## src/rtl/seq_restoring_divider_if.sv

```systemverilog
// Operand/result handshake bundle for seq_restoring_divider.
interface seq_restoring_divider_if #(
  parameter int unsigned WIDTH = 4
);
  logic             in_valid;
  logic             in_ready;
  logic [WIDTH-1:0] dividend;
  logic [WIDTH-1:0] divisor;
  logic             out_valid;
  logic             out_ready;
  logic [WIDTH-1:0] quotient;
  logic [WIDTH-1:0] remainder;
  logic             div_by_zero;
  logic             busy;

  modport master (
    output in_valid, dividend, divisor, out_ready,
    input  in_ready, out_valid, quotient, remainder, div_by_zero, busy
  );

  modport slave (
    input  in_valid, dividend, divisor, out_ready,
    output in_ready, out_valid, quotient, remainder, div_by_zero, busy
  );
endinterface

```

## src/rtl/seq_restoring_divider.sv

```systemverilog
// Multi-cycle restoring divider, one shift + trial subtract per clock.
// Define DIV_SIGNED_EN for two's-complement operands (adds one sign-fix cycle).
module seq_restoring_divider #(
  parameter int unsigned WIDTH = 4
) (
  input logic                   clk,
  input logic                   rst_n,
  seq_restoring_divider_if.slave bus
);

  localparam int unsigned PW    = WIDTH + 1;
  localparam int unsigned CNT_W = (WIDTH > 2) ? $clog2(WIDTH) : 1;

  typedef enum logic [1:0] {
    IDLE,
    RUN,
    DONE
`ifdef DIV_SIGNED_EN
    , FIX
`endif
  } state_t;

  state_t           state;
  logic [CNT_W-1:0] cnt;
  logic [WIDTH-1:0] dq;
  logic [WIDTH-1:0] dvs;
  // Upper bit of the partial remainder is always zero between steps, so only WIDTH bits are kept.
  logic [WIDTH-1:0] rem;
  logic [WIDTH-1:0] quotient_r;
  logic [WIDTH-1:0] remainder_r;
  logic             dbz_r;
  logic             out_valid_r;
  logic             in_ready_r;
  logic             busy_r;

  logic [PW-1:0]    shifted;
  logic [PW-1:0]    trial;
  logic [WIDTH-1:0] step_rem;
  logic [WIDTH-1:0] step_dq;
  logic [WIDTH-1:0] dvd_mag;
  logic [WIDTH-1:0] dvs_mag;

`ifdef DIV_SIGNED_EN
  logic q_neg;
  logic r_neg;
  assign dvd_mag = bus.dividend[WIDTH-1] ? (~bus.dividend + WIDTH'(1)) : bus.dividend;
  assign dvs_mag = bus.divisor[WIDTH-1]  ? (~bus.divisor  + WIDTH'(1)) : bus.divisor;
`else
  assign dvd_mag = bus.dividend;
  assign dvs_mag = bus.divisor;
`endif

  // One restoring step: shift in next dividend bit, subtract as a + ~b + 1.
  always_comb begin
    shifted = {rem, dq[WIDTH-1]};
    trial   = shifted + ~{1'b0, dvs} + PW'(1);
    if (!trial[WIDTH]) begin
      step_rem = trial[WIDTH-1:0];
      step_dq  = {dq[WIDTH-2:0], 1'b1};
    end else begin
      step_rem = shifted[WIDTH-1:0];
      step_dq  = {dq[WIDTH-2:0], 1'b0};
    end
  end

  always_ff @(posedge clk or negedge rst_n) begin
    if (!rst_n) begin
      state       <= IDLE;
      cnt         <= '0;
      dq          <= '0;
      dvs         <= '0;
      rem         <= '0;
      quotient_r  <= '0;
      remainder_r <= '0;
      dbz_r       <= 1'b0;
      out_valid_r <= 1'b0;
      in_ready_r  <= 1'b1;
      busy_r      <= 1'b0;
`ifdef DIV_SIGNED_EN
      q_neg       <= 1'b0;
      r_neg       <= 1'b0;
`endif
    end else begin
      case (state)
        IDLE: begin
          if (bus.in_valid) begin
            dq         <= dvd_mag;
            dvs        <= dvs_mag;
            rem        <= '0;
            cnt        <= '0;
            in_ready_r <= 1'b0;
            busy_r     <= 1'b1;
`ifdef DIV_SIGNED_EN
            q_neg      <= bus.dividend[WIDTH-1] ^ bus.divisor[WIDTH-1];
            r_neg      <= bus.dividend[WIDTH-1];
`endif
            if (bus.divisor == '0) begin
              quotient_r  <= '1;
              remainder_r <= bus.dividend;
              dbz_r       <= 1'b1;
              out_valid_r <= 1'b1;
              state       <= DONE;
            end else begin
              state <= RUN;
            end
          end
        end
        RUN: begin
          rem <= step_rem;
          dq  <= step_dq;
          cnt <= cnt + CNT_W'(1);
          if (cnt == CNT_W'(WIDTH - 1)) begin
`ifdef DIV_SIGNED_EN
            state <= FIX;
`else
            quotient_r  <= step_dq;
            remainder_r <= step_rem;
            dbz_r       <= 1'b0;
            out_valid_r <= 1'b1;
            state       <= DONE;
`endif
          end
        end
`ifdef DIV_SIGNED_EN
        // Quotient truncates toward zero; remainder follows the dividend's sign.
        FIX: begin
          quotient_r  <= q_neg ? (~dq + WIDTH'(1)) : dq;
          remainder_r <= r_neg ? (~rem + WIDTH'(1)) : rem;
          dbz_r       <= 1'b0;
          out_valid_r <= 1'b1;
          state       <= DONE;
        end
`endif
        DONE: begin
          if (bus.out_ready) begin
            out_valid_r <= 1'b0;
            in_ready_r  <= 1'b1;
            busy_r      <= 1'b0;
            state       <= IDLE;
          end
        end
        default: state <= IDLE;
      endcase
    end
  end

  assign bus.in_ready    = in_ready_r;
  assign bus.out_valid   = out_valid_r;
  assign bus.quotient    = quotient_r;
  assign bus.remainder   = remainder_r;
  assign bus.div_by_zero = dbz_r;
  assign bus.busy        = busy_r;

endmodule

```

## src/flat_wrapper.sv

```systemverilog
// flat-port wrapper written by rule: the top's interface ports become plain ports
module seq_restoring_divider_flat 
#(
  parameter int unsigned WIDTH = 4
)
  (clk, rst_n, bus_in_valid, bus_dividend, bus_divisor, bus_out_ready, bus_in_ready, bus_out_valid, bus_quotient, bus_remainder, bus_div_by_zero, bus_busy);
  seq_restoring_divider_if #(.WIDTH(WIDTH)) bus_i ();
  input logic clk;
  input logic rst_n;
  input wire logic [$bits(bus_i.in_valid)-1:0] bus_in_valid;
  input wire logic [$bits(bus_i.dividend)-1:0] bus_dividend;
  input wire logic [$bits(bus_i.divisor)-1:0] bus_divisor;
  input wire logic [$bits(bus_i.out_ready)-1:0] bus_out_ready;
  output wire logic [$bits(bus_i.in_ready)-1:0] bus_in_ready;
  output wire logic [$bits(bus_i.out_valid)-1:0] bus_out_valid;
  output wire logic [$bits(bus_i.quotient)-1:0] bus_quotient;
  output wire logic [$bits(bus_i.remainder)-1:0] bus_remainder;
  output wire logic [$bits(bus_i.div_by_zero)-1:0] bus_div_by_zero;
  output wire logic [$bits(bus_i.busy)-1:0] bus_busy;
  assign bus_i.in_valid = bus_in_valid;
  assign bus_i.dividend = bus_dividend;
  assign bus_i.divisor = bus_divisor;
  assign bus_i.out_ready = bus_out_ready;
  assign bus_in_ready = bus_i.in_ready;
  assign bus_out_valid = bus_i.out_valid;
  assign bus_quotient = bus_i.quotient;
  assign bus_remainder = bus_i.remainder;
  assign bus_div_by_zero = bus_i.div_by_zero;
  assign bus_busy = bus_i.busy;
  seq_restoring_divider #(.WIDTH(WIDTH)) u_core (.clk(clk), .rst_n(rst_n), .bus(bus_i));
endmodule
```

## config.mk

```make
export PLATFORM = sky130hd
export DESIGN_NAME = seq_restoring_divider_flat
export DESIGN_NICKNAME = d
export VERILOG_FILES = /design/src/rtl/seq_restoring_divider_if.sv /design/src/rtl/seq_restoring_divider.sv /design/src/flat_wrapper.sv
export SDC_FILE = /design/constraint.sdc
export NUM_CORES = 1
export LEC_CHECK = 0
export ABC_AREA = 1
export CAP_MARGIN = 20
export CORE_UTILIZATION = 50
export CTS_CLUSTER_DIAMETER = 100
export CTS_CLUSTER_SIZE = 10
export DETAILED_ROUTE_END_ITERATION = 10
export PLACE_DENSITY = 0.75
export SYNTH_ARGS = -nofsm -noshare
export SYNTH_HDL_FRONTEND = slang
export SYNTH_SLANG_ARGS = --single-unit
```

## constraint.sdc

```tcl
create_clock -name clk -period 5.62 [get_ports clk]
set_clock_uncertainty 0.2 [all_clocks]
set_input_delay 0.562 -clock clk [delete_from_list [all_inputs] [get_ports clk]]
set_output_delay 0.562 -clock clk [all_outputs]
set_load 0.01 [all_outputs]
```

# == Word-level counts from Yosys, hierarchy flattened ==
# Cells that the tools add are included.
# totals
ff_bits,28
out_inout_bits,12
word_cells,66
# op_classes
addsub,3
eq_ne,7
muxes,33
n_bitwise,1
reduce_logical,11
# ops
operator,n
2-to-1 mux 4 bit,9
one-hot mux 4 bit (2 select lines),4
2-to-1 mux 2 bit,5
2-to-1 mux 1 bit,9
one-hot mux 1 bit (2 select lines),3
one-hot mux 2 bit (3 select lines),1
AND reduction 3 bit,2
adder 5 x 1 -> 5 bit (second input constant),1
adder 5 bit,1
inverter 4 -> 5 bit,1
AND reduction 5 bit,1
equality test 2 bit (second input constant),2
logical NOT 4 bit,1
!= test 2 x 1 -> 1 bit (second input constant),2
!= test 2 bit (second input constant),2
one-hot mux 2 bit (2 select lines),1
AND reduction 2 bit,2
AND reduction 4 bit,1
nonzero test 2 bit,2
one-hot mux 1 bit (3 select lines),1
nonzero test 3 bit,1
adder 2 x 1 -> 2 bit (second input constant),1
equality test 2 x 1 -> 1 bit (second input constant),1
logical NOT 2 bit,1

# == Longest topological paths before layout ==
# logic_depth
ltp_word,6
depth_mapped,12
depth_no_buf,12

# == Least setup slack after synthesis ==
# Ideal clock, no wire load.
# synth_timing
kind,register -> register
start,register u_core.dvs[0]
end,"register u_core.remainder_r[3], in the netlist u_core.bus.remainder[3]"
arrival_time_ns,1.555
required_time_ns,5.307
setup_slack_ns,3.752
path_stages_with_launch,11
n_path_buf,0
synth_period_minus_slack_ns,1.868
path_cell_list,dfrtp_1 > ha_1 > fa_1 > inv_1 > nand3_1 > nand3_1 > nand2_1 > nand3_1 > nand3_1 > nand2_1 > inv_1
# synth_via
elab_chain_cells,6
# synth_rtl
element,line,rtl
"start, declared",seq_restoring_divider.sv:26,logic [WIDTH-1:0] dvs;
"start signal, assigned",seq_restoring_divider.sv:88,dvs <= dvs_mag;
inverter 4 -> 5 bit,seq_restoring_divider.sv:56,"trial = shifted + ~{1'b0, dvs} + PW'(1);"
adder 5 bit,seq_restoring_divider.sv:56,
adder 5 x 1 -> 5 bit,seq_restoring_divider.sv:56,
2-to-1 mux 4 bit,seq_restoring_divider.sv:57,if (!trial[WIDTH]) begin
2-to-1 mux 4 bit,seq_restoring_divider.sv:112,if (cnt == CNT_W'(WIDTH - 1)) begin
one-hot mux 4 bit (2 select lines),seq_restoring_divider.sv:84,case (state)
"end signal, assigned",seq_restoring_divider.sv:99,remainder_r <= bus.dividend;
"end signal, assigned",seq_restoring_divider.sv:117,remainder_r <= step_rem;
"end, declared",seq_restoring_divider.sv:30,logic [WIDTH-1:0] remainder_r;
# No other way between the ends. The select of a mux whose other input is x is not followed.
# A chain may end at the register's enable or synchronous reset.

# == Final worst setup path ==
# layout_timing
start,register u_core.dvs[0]
end,"register u_core.remainder_r[0], in the netlist u_core.bus.remainder[0]"
# Same word-level chain as after synthesis.

==> metrics <==
synthesized-area fraction occupied by adder cells 5.56%; count leader, synth nand2_1; Final Cycle Share 39.1%; Reg area 702 µm²; final worst slack 3.42 ns; Critical Path AT 2.29 ns; CTS clk-pin slew, worst paths 0.16 ns; total power 1.10 mW; Nets 219; pre-CTS setup slack 3.39 ns; Worst-Margin Slew 0.350 ns; R2R Path Start u_core.dvs[0]$_DFFE_PN0P_; end of the worst hold path u_core.bus.in_ready$_DFFE_PN1P_; top-area cell type share of the netlist area 45.5%; drt initial violations 67; CP Launch Type flop; Yosys reg bits 28; count of final max-slew check failures 0; Netlist Area Pre-Place 1490 µm²; RSZ-0062 raised after global routing no; EDFF count, synth 0; # diodes 0; r2r setup slk 3.42 ns; WHS 0.275 ns; Max IR drop VDD 0.000417 V; first-pass GRT wire length 5400 µm; sequential area share after synthesis 47.3%; DRC Markers 0; crit path time final 2.20 ns; max-cap check violation count 0; FP Rows 19; wire per inst 13.4 µm; Power per Cell Area 611 nW/µm²; clock root cell clkbuf_4; Max clock buf depth 2; CTS tree done; DRT Pass-1 Iters 4; status finished clean; largest family of logic cells by synthesized area simple AND/OR/NAND/NOR gates; FMAX 455 MHz; asr flop ratio synth 100%; Distinct cells, synth 26; Post-DP Area 1750 µm²; Hold Crit Class reg -> reg; Crit. End Element flop; DP Wirelength 2350 µm; Commonest cells post-synth 40 x nand2_1, 27 x dfrtp_1, 26 x inv_1; Post-CTS Repair Setup Buffers 0; total gr overflow 0; Worst-Skew Late Latency 0.35 ns; share of cells above drive strength 1 10.5%; worst hold start u_core.bus.in_ready$_DFFE_PN1P_; mux contribution to synthesized area 0%; simple logic cell fraction of the synthesized area 27.8%; Vias 1,226; Worst Path Max Fanout 6; Synth area leader dfrtp_1; CORE AREA 2780 µm²; Post-synth top flop dfrtp_1; # fillers 225; final WL 3090 µm; Post-Synth XOR/XNOR Area 0.590%; final hold vios 0; post-CTS sizing 0; Syn Inst Count 174; Tot GR Track Use 22.0%; quantity of I/O buffers inserted on ports 23; CTS buffer count 3; Finished Cell Area 1800 µm²; pin count of the biggest net entering global routing 29; RR Endpoint u_core.bus.remainder[0]$_DFFE_PN0P_; Final GP Congestion 0.860; Max-slew headroom 76.7%; DIE AREA 3190 µm²; length in cells of the worst reg-to-reg path 11; die width 56.5 µm; Hold-fix buffers, CTS 0; final setup fails 0; Synth Area in Compound Gates 9.86%; area occupied by multi-input gates 651 µm²; WS Path Type reg -> reg; Initial Utilization 53.4%; Avg Cell Area, Syn 8.54 µm²; io pins 24; Area growth, synth to finish 21.1%; die height 56.5 µm; syn nets 192; top post-synthesis cells by area dfrtp_1 45%, nand2_1 10%, nand3_1 7.1%; Fin Setup TNS 0 ns; Required @ worst endpoint 5.71 ns; routed vias/inst 5.31; htree depth 1; remaining antenna violation count after routing 0; clk sinks 28; WHS Path Cells 2; vias in the first global route 1,210; Synth warnings 0; initial antenna violation count 0; Leak 0.900 nW
-- worst max-delay path by stage --
stage	slack, ns	endpoint	startpoint
after floorplan	3.75	u_core.bus.remainder[3]$_DFFE_PN0P_	u_core.dvs[0]$_DFFE_PN0P_
after global placement	3.45	u_core.bus.remainder[2]$_DFFE_PN0P_	bus_divisor[1]
after detailed placement	3.39	u_core.bus.remainder[0]$_DFFE_PN0P_	bus_divisor[0]
after CTS	3.43	bus_in_ready	u_core.bus.in_ready$_DFFE_PN1P_
after global routing	3.33	u_core.bus.remainder[2]$_DFFE_PN0P_	u_core.dvs[0]$_DFFE_PN0P_
final	3.42	u_core.bus.remainder[0]$_DFFE_PN0P_	u_core.dvs[0]$_DFFE_PN0P_
-- cell families (layout without fill, tap and decap cells) --
kind of cell | after synthesis | count (layout)
DFF | 28 | 28
xor gates and xnor gates | 1 | 1
buffers and inverters | 33 | 59
and+or+nand+nor | 83 | 83
AOI/OAI and AO/OA | 23 | 23
adders and majority gates | 6 | 6
-- routing by layer --
layer  GRT usage [%]  up-vias  part of all wire (%)
li1                -      613                     -
met3            2.76        5                   4.2
met2            36.3       34                    47
met4            8.36        0                   1.5
met1            29.4      574                    47
met5               0        -                     0
-- layout by cell type (no fill, tap or decap), drive strengths merged --
cell type	count
o221ai	1
dfstp	1
bufinv	1
a21oi	4
a22o	1
clkdlybuf4s50	23
fa	1
nor2	13
clkinv	1
dfrtp	27
a22oi	3
xnor2	1
nand4	1
nand2	43
a2bb2oi	3
nand3	22
o211ai	2
buf	1
ha	5
or2	4
inv	30
o21ai	9
clkbuf	3
-- layout make-up --
class                   count  share of cell area, %
flip-flops and latches     28                   39.0
clock inverters             1                   1.67
multi-input cells         113                   36.2
inverters                  31                   6.47
repair buffers             24                   13.2
clock buffers               3                   1.25
well taps                  31                   2.16
-- sequential cells by signal (all words and copies together), names as in the netlist --
| name | count |
|---|---|
| u_core.bus.in_ready | 1 |
| u_core.dq | 4 |
| u_core.state | 2 |
| u_core.bus.div_by_zero | 1 |
| u_core.rem | 4 |
| u_core.bus.remainder | 4 |
| u_core.bus.quotient | 4 |
| u_core.bus.busy | 1 |
| u_core.bus.out_valid | 1 |
| u_core.dvs | 4 |
| u_core.cnt | 2 |
-- worst max-delay path, stage by stage, from the launching register on --
cell     delay (ns)
dfrtp_1        0.43
ha_1           0.23
fa_1           0.41
inv_1          0.09
nand2_1        0.05
nand2_1        0.07
nand3_1        0.07
nand2_1        0.21
nand3_1        0.15
nand3_1        0.11
nand2_1        0.06
inv_1          0.05
-- per-stage QoR --
step,util [%],cells
floorplan,-,174
global placement,62.8,227
detailed placement,62.8,227
CTS,64.6,231
global route,64.6,231
finish,64.6,231
-- power breakdown --
group,switching [mW],total [mW],internal [mW]
clock network,0.0626,0.135,0.0723
registers,0.0571,0.352,0.295
logic,0.359,0.612,0.252
Power figures use the tool's default switching activity.
